`src/rtl/tabla_opsel_pkg.sv`:
```
// Shared definitions for the operand-select sequencer: selector codes,
// program entry layout, and the control state encoding.
package tabla_opsel_pkg;

  localparam int SEL_W   = 3;
  localparam int ENTRY_W = 7;

  // Operand source selected for the datapath's A and B inputs.
  typedef enum logic [SEL_W-1:0] {
    SEL_ZERO     = 3'd0,
    SEL_WEIGHT   = 3'd1,
    SEL_DATA     = 3'd2,
    SEL_GRADIENT = 3'd3,
    SEL_INTERIM  = 3'd4,
    SEL_META     = 3'd5,
    SEL_NEIGH    = 3'd6,
    SEL_BUS      = 3'd7
  } sel_t;

  // One program entry: {last[6], sel_b[5:3], sel_a[2:0]}.
  typedef struct packed {
    logic last;
    sel_t sel_b;
    sel_t sel_a;
  } entry_t;

  // Sequencer control states.
  typedef enum logic [1:0] {
    S_IDLE = 2'd0,
    S_RUN  = 2'd1,
    S_DONE = 2'd2
  } state_t;

  // True when either selector of the entry names the given source.
  function automatic logic needs_src(entry_t e, sel_t code);
    return (e.sel_a == code) || (e.sel_b == code);
  endfunction

endpackage

```
`src/rtl/opsel_prog_mem.sv`:
```
// Program storage for the sequencer: DEPTH entries, synchronous write,
// combinational read so the entry at pc is visible in the same cycle.
module opsel_prog_mem
  import tabla_opsel_pkg::*;
#(
  parameter int DEPTH  = 16,
  parameter int ADDR_W = 4
) (
  input  logic               clk,
  input  logic               we,
  input  logic [ADDR_W-1:0]  wr_addr,
  input  logic [ENTRY_W-1:0] wr_data,
  input  logic [ADDR_W-1:0]  rd_addr,
  output logic [ENTRY_W-1:0] rd_data
);

  logic [ENTRY_W-1:0] mem [DEPTH];

  // Store a program word on a qualified write strobe.
  // NOTE: the array has no reset on purpose; a loaded program must survive
  // a reset pulse, and leaving it unreset lets it map onto plain RAM.
  always_ff @(posedge clk) begin
    if (we) begin
      mem[wr_addr] <= wr_data;
    end
  end

  assign rd_data = mem[rd_addr];

endmodule

```
`src/rtl/op_select_sequencer.sv`:
```
// Operand-select sequencer: steps through a small program of selector
// pairs, issuing one pair per cycle once the external operands it needs
// (bus and/or neighbour) are available, and acknowledging those operands.
module op_select_sequencer
  import tabla_opsel_pkg::*;
#(
  parameter int DEPTH  = 16,
  parameter int ADDR_W = 4
) (
  input  logic               clk,
  input  logic               rstn,
  input  logic               prog_we,
  input  logic [ADDR_W-1:0]  prog_addr,
  input  logic [ENTRY_W-1:0] prog_data,
  input  logic               start,
  input  logic               bus_valid,
  input  logic               neigh_valid,
  output logic [SEL_W-1:0]   sel_a,
  output logic [SEL_W-1:0]   sel_b,
  output logic               issue,
  output logic               bus_ack,
  output logic               neigh_ack,
  output logic               busy,
  output logic               done
);

  localparam logic [ADDR_W-1:0] LAST_PC = ADDR_W'(DEPTH - 1);

  state_t             state;
  logic [ADDR_W-1:0]  pc;
  logic [ENTRY_W-1:0] rd_word;
  entry_t             entry;
  logic               mem_we;
  logic               need_bus;
  logic               need_neigh;
  logic               ready;
  logic               is_final;

  // The program may only be altered while no run is in progress.
  assign mem_we = prog_we && (state == S_IDLE);

  opsel_prog_mem #(
    .DEPTH  (DEPTH),
    .ADDR_W (ADDR_W)
  ) u_prog_mem (
    .clk     (clk),
    .we      (mem_we),
    .wr_addr (prog_addr),
    .wr_data (prog_data),
    .rd_addr (pc),
    .rd_data (rd_word)
  );

  // Decode the current entry: which external sources it waits on, and
  // whether issuing it ends the program (explicit last or end of memory).
  assign entry      = entry_t'(rd_word);
  assign need_bus   = needs_src(entry, SEL_BUS);
  assign need_neigh = needs_src(entry, SEL_NEIGH);
  assign ready      = (!need_bus || bus_valid) && (!need_neigh || neigh_valid);
  assign is_final   = entry.last || (pc == LAST_PC);

  // Control FSM with all outputs registered; issue and acks are one-cycle
  // strobes that default low and are raised only when an entry goes out.
  // NOTE: every assignment here is non-blocking so that all registers
  // update together from the values present before the clock edge.
  always_ff @(posedge clk or negedge rstn) begin
    if (!rstn) begin
      state     <= S_IDLE;
      pc        <= '0;
      sel_a     <= '0;
      sel_b     <= '0;
      issue     <= 1'b0;
      bus_ack   <= 1'b0;
      neigh_ack <= 1'b0;
      busy      <= 1'b0;
      done      <= 1'b0;
    end else begin
      issue     <= 1'b0;
      bus_ack   <= 1'b0;
      neigh_ack <= 1'b0;
      done      <= 1'b0;

      unique case (state)
        S_IDLE: begin
          if (start) begin
            state <= S_RUN;
            pc    <= '0;
            busy  <= 1'b1;
          end
        end

        S_RUN: begin
          // A stalled entry leaves pc and the selector registers untouched.
          if (ready) begin
            sel_a     <= entry.sel_a;
            sel_b     <= entry.sel_b;
            issue     <= 1'b1;
            bus_ack   <= need_bus;
            neigh_ack <= need_neigh;
            if (is_final) begin
              state <= S_DONE;
              done  <= 1'b1;
            end else begin
              pc <= pc + ADDR_W'(1);
            end
          end
        end

        S_DONE: begin
          state <= S_IDLE;
          busy  <= 1'b0;
        end

        default: begin
          state <= S_IDLE;
          busy  <= 1'b0;
        end
      endcase
    end
  end

endmodule
```
`config.mk`:
```
export PLATFORM = sky130hd
export DESIGN_NAME = op_select_sequencer
export DESIGN_NICKNAME = d
export VERILOG_FILES = /design/src/rtl/tabla_opsel_pkg.sv /design/src/rtl/opsel_prog_mem.sv /design/src/rtl/op_select_sequencer.sv
export SDC_FILE = /design/constraint.sdc
export NUM_CORES = 1
export LEC_CHECK = 0
export CAP_MARGIN = 20
export CORE_MARGIN = 5
export CORE_UTILIZATION = 50
export CTS_CLUSTER_SIZE = 8
export DETAILED_ROUTE_END_ITERATION = 10
export PLACE_DENSITY = 0.71
export SETUP_SLACK_MARGIN = 0.15
export SLEW_MARGIN = 20
export SYNTH_ARGS = -nofsm -noshare
export SYNTH_HDL_FRONTEND = slang
export SYNTH_HIERARCHICAL = 1
export SYNTH_SLANG_ARGS = --single-unit
```
`constraint.sdc`:
```
create_clock -name clk -period 2.5 [get_ports clk]
set_input_delay 0.5 -clock clk [delete_from_list [all_inputs] [get_ports clk]]
set_output_delay 0.5 -clock clk [all_outputs]
set_load 0.01 [all_outputs]
```
# Word-level counts from Yosys, hierarchy flattened
# Memory sizes are Yosys's and may differ from the RTL's.
# Index checks and enable logic that the tools add are counted.
# totals
reg_bits	17
ramBits	112
in_bits	17
output_inout_bits	11
elab_cells	58
n_memories	1
# mem_list
name	words	word_bits	rd	rd_ports_with_merged_regs	wr	line	rtl
u_prog_mem.mem	16	7	1	0	1	opsel_prog_mem.sv:17	logic [ENTRY_W-1:0] mem [DEPTH];
# classes
add_sub_neg	1
eq_ne	10
mux	21
bitwise	1
reduce_logical	15
# op_table
op	count
$eq 3x3->1 const B	4
$mux 1	12
$mux 4	3
$ne 2x2->1 const B	4
$pmux 4 s2	1
$mux 2	3
$logic_or 1x1->1	5
$add 4x1->4 const B	1
$eq 4x4->1 const B	1
$pmux 2 s2	1
$reduce_and 2->1	2
$reduce_and 4->1	1
$reduce_and 3->1	1
$eq 2x1->1 const B	1
$logic_and 1x1->1	2
$logic_not 1->1	2
$logic_not 2->1	1
$pmux 1 s2	1
$reduce_bool 2->1	1
$not 1->1	1

# Longest topological paths before layout
# An unclocked memory read counts as a cell.
# depth
ltp_word	8
depth_mapped	10
mapped_depth_nobuf	7

# Hierarchy
# The synthesis kept the hierarchy.
# modules_own_cells
mod	n_inst	cells_per_inst	area_per_inst_um2	seq_area_each_um2
opsel_prog_mem	1	196	4390.5	3363.2
op_select_sequencer	1	69	812.0	425.4

# Worst setup path before layout
# Ideal clock, no wire load.
# synth_path
path_type	reg-to-reg
start	reg pc[0]
end	reg sel_b[0]
setup_ns	0.128
arrival_time_ns	2.630
required_time_ns	2.372
path_slack_ns	-0.257
stages_incl_launch_ff	11
n_path_buf	3
synth_period_minus_slack_ns	2.757
cell_sequence	dfrtp_1 -> buf_6 -> buf_8 -> mux4_2 -> a22oi_1 -> nand2_1 -> mux2i_1 -> a22oi_2 -> nor3b_4 -> buf_6 -> mux2_1
# synth_lines
element	line	rtl
start, declared	op_select_sequencer.sv:30	logic [ADDR_W-1:0] pc;
start signal, assigned	op_select_sequencer.sv:104	pc <= pc + ADDR_W'(1);
end signal, assigned	op_select_sequencer.sv:96	sel_b <= entry.sel_b;
end, declared	op_select_sequencer.sv:19	output logic [SEL_W-1:0] sel_b,

==> run metrics <==
CTS root buf clkbuf_8; CP startpoint kind register; largest net degree at the start of global routing 26; Total Routing Usage GR 0.179; clock tree buffer depth 2; fraction of layout cells with a size suffix above 1 0.352; vias per cell 5.60; sequential area share after synthesis 0.728; num ports 28; minimum clock period 2.84 ns; first-pass GRT wire length ~17000 µm; FF-to-FF path depth 11; Critical Path Source pc[0]$_DFFE_PN0P_; H-tree levels 4; drt drc 0; final period utilization 1.13; Crit Path Class reg2reg; fill count 664; Post-DP HPWL 6590 µm; worst hold path class in2async; Slew @ Worst Pin ~0.75 ns; status complete, but fails checks; routing usage on met3 0.0440; Starting Density 0.508; failing checks setup timing; power density cells 1170 mW/mm²; die width 112 µm; Final setup viols 15; placed cell area around 0.0059 mm²; Yosys Warn Count 6; first-pass iteration count of the detailed router 4; Worst-Skew Late Latency 0.51 ns; hold slack about 0.43 ns; Critical Path RT 2.89 ns; Routed Antenna Nets 0; post-synth top area cell edfxtp_1; Synth Cell Area 0.00520 mm²; number of global-route vias before repair 2950; Die ar. 0.0125 mm²; register area 0.00379 mm²; n_diodes 0; wire per inst 21.5 µm; worst slack, placed -0.344 ns; top_reg_cell synth edfxtp_1; GPL Wtd Cong 0.804; MaxCap Viol Count 0; clock-pin slew of the registers on the worst-case setup and hold paths 0.05 ns; Final Util 0.668; Placed Cells between 400 and 500; Non-Filler Instances ~500; Die Y between 100 and 150 µm; Final nets 383; top cells by area, synth edfxtp_1 65%, mux4_1 8.6%, dfrtp_1 8.2%; Syn Nets between 200 and 300; most numerous cell in the Yosys netlist edfxtp_1; Setup crit end kind register; TritonCTS buffer count 17; Slew HR 0.502; footprint of the multi-input gates 0.00143 mm²; site row count 37; Yosys top cell area share 0.646; Area Overhead vs Synth 31.4%; FF-to-FF setup slack -0.34 ns; max-slew violation count 0; busiest grt layer met2; R2R Path Start pc[0]$_DFFE_PN0P_; Post-synth top cells 112 x edfxtp_1, 18 x nor2_1, 17 x dfrtp_1, 17 x mux4_1, 15 x a22oi_1; post-route cell area around 0.0068 mm²; worst path arrival time between 3 and 4 ns; Syn Inst Count 265; core area 0.0102 mm²; CTS Sinks 129; drt total wl 11000 µm; via count 2878; Synth cell types 38; fin worst setup slack -0.337 ns; RSZ-0062 raised after global routing true; Yosys reg bits about 130; Leak 0.00240 µW; r2r endpoint sel_b[2]$_DFFE_PN0P_; number of buffers added on ports 27; syn avg cell area 19.6 µm²; met1 GRT Util 0.255; CTS tree yes; asr flop ratio synth 0.132; end of the critical path sel_b[2]$_DFFE_PN0P_; initial antenna violation count 0; CP max FO 8; DR iter-0 viols 206; final hold vios 0; maximum VDD drop 0.731 mV; GR Util met2 0.273; gr ovfl total 0; Worst Skew 0.0146 ns; f_max 352 MHz; Post-synth EDFFs 112
[routing by layer]
metal | routed length [µm] | vias up
met4 | 136 | 0
met5 | 0 | -
met2 | 5460 | 113
met3 | 654 | 10
li1 | - | 1297
met1 | 4780 | 1458
[cells in the final DEF, fill, tap and decap left out, types with 2 or more instances in the layout]
master	synthesis	final
edfxtp_1	112	112
clkinv_1	0	6
a21oi_1	2	2
dfrtp_1	17	16
mux4_1	17	12
a22oi_1	15	4
nand2_1	14	13
and3_1	2	2
nor3_1	5	5
a22oi_2	1	12
clkdlybuf4s50_1	0	27
mux4_2	11	16
nor2_1	18	18
mux2_4	0	6
nand2b_1	2	2
a221o_1	2	2
buf_16	0	2
clkinvlp_4	0	4
nor2b_1	4	4
clkbuf_1	3	2
clkbuf_16	0	16
buf_8	1	2
buf_4	0	43
and2_1	7	6
buf_12	1	6
buf_6	2	11
nand3b_1	2	2
mux2i_2	0	2
[worst min-delay path by stage]
| stage | slack [ns] | depth (start not counted) | start | to |
|---|---|---|---|---|
| after floorplan | 0.20 | 0 | rstn | bus_ack$_DFF_PN0_ |
| after global placement | 0.48 | 1 | sel_a[0]$_DFFE_PN0P_ | sel_a[0]$_DFFE_PN0P_ |
| after detailed placement | 0.49 | 1 | sel_a[0]$_DFFE_PN0P_ | sel_a[0]$_DFFE_PN0P_ |
| after CTS | 0.45 | 1 | rstn | state[1]$_DFFE_PN0P_ |
| after global routing | 0.50 | 1 | rstn | busy$_DFFE_PN0P_ |
| final | 0.43 | 1 | rstn | sel_a[2]$_DFFE_PN0P_ |
[report_power, final]
part / leakage (µW) / switching, µW / internal [µW]
logic: 0.000944 / 1260 / 1930
clock network: 0.000239 / 853 / 1290
registers: 0.00122 / 129 / 2500
[sequential cells by signal, indices dropped and copies added (netlist names)]
| register | cells |
|---|---|
| busy | 1 |
| pc | 4 |
| bus_ack | 1 |
| u_prog_mem/mem | 112 |
| done | 1 |
| state | 2 |
| issue | 1 |
| sel_b | 3 |
| neigh_ack | 1 |
| sel_a | 3 |
[layout make-up]
type | instances | area share
sequential | 129 | 0.555
inverter | 1 | 0.000549
clock inverter | 13 | 0.0141
timing repair buffer | 91 | 0.135
clock buffer | 19 | 0.0617
tap | 136 | 0.0249
multi-input combinational | 125 | 0.209
[timing repair]
item,CTS,global route
endpoints found under the setup margin,16,16
pin swaps,11,6
hold buffers,0,0
cloned,2,0
buffers inserted,18,4
gates resized for setup,22,16
[cell families (layout without fill, tap and decap cells)]
kind of cell               Yosys count  in the layout  share of synthesized area
buffers and inverters               11            124                     0.0168
and+or+nand+nor                     59             59                     0.0580
muxes                               36             36                      0.150
DFF                                129            129                      0.728
AOI/OAI and AO/OA                   29             29                     0.0443
adders and majority gates            1              1                    0.00240
[per-stage QoR]
step,power (µW),TNS [ns]
after floorplan,3970,-1.09
final,7970,-3.89
after global routing,8300,-5.52
after detailed placement,4870,-3.73
after global placement,4830,-3.03
after CTS,7660,-3.13
[critical path, cell delays in order (launching register included)]
cell and delay [ns]:
dfrtp_2 0.44, buf_12 0.17, buf_8 0.13, mux4_2 0.52
a22oi_1 0.16, nand2_1 0.13, mux2i_2 0.19, a22oi_2 0.20
nor3b_4 0.23, buf_4 0.15, buf_12 0.11, mux2_4 0.29
Note: power is estimated with default switching activity, not from simulation.
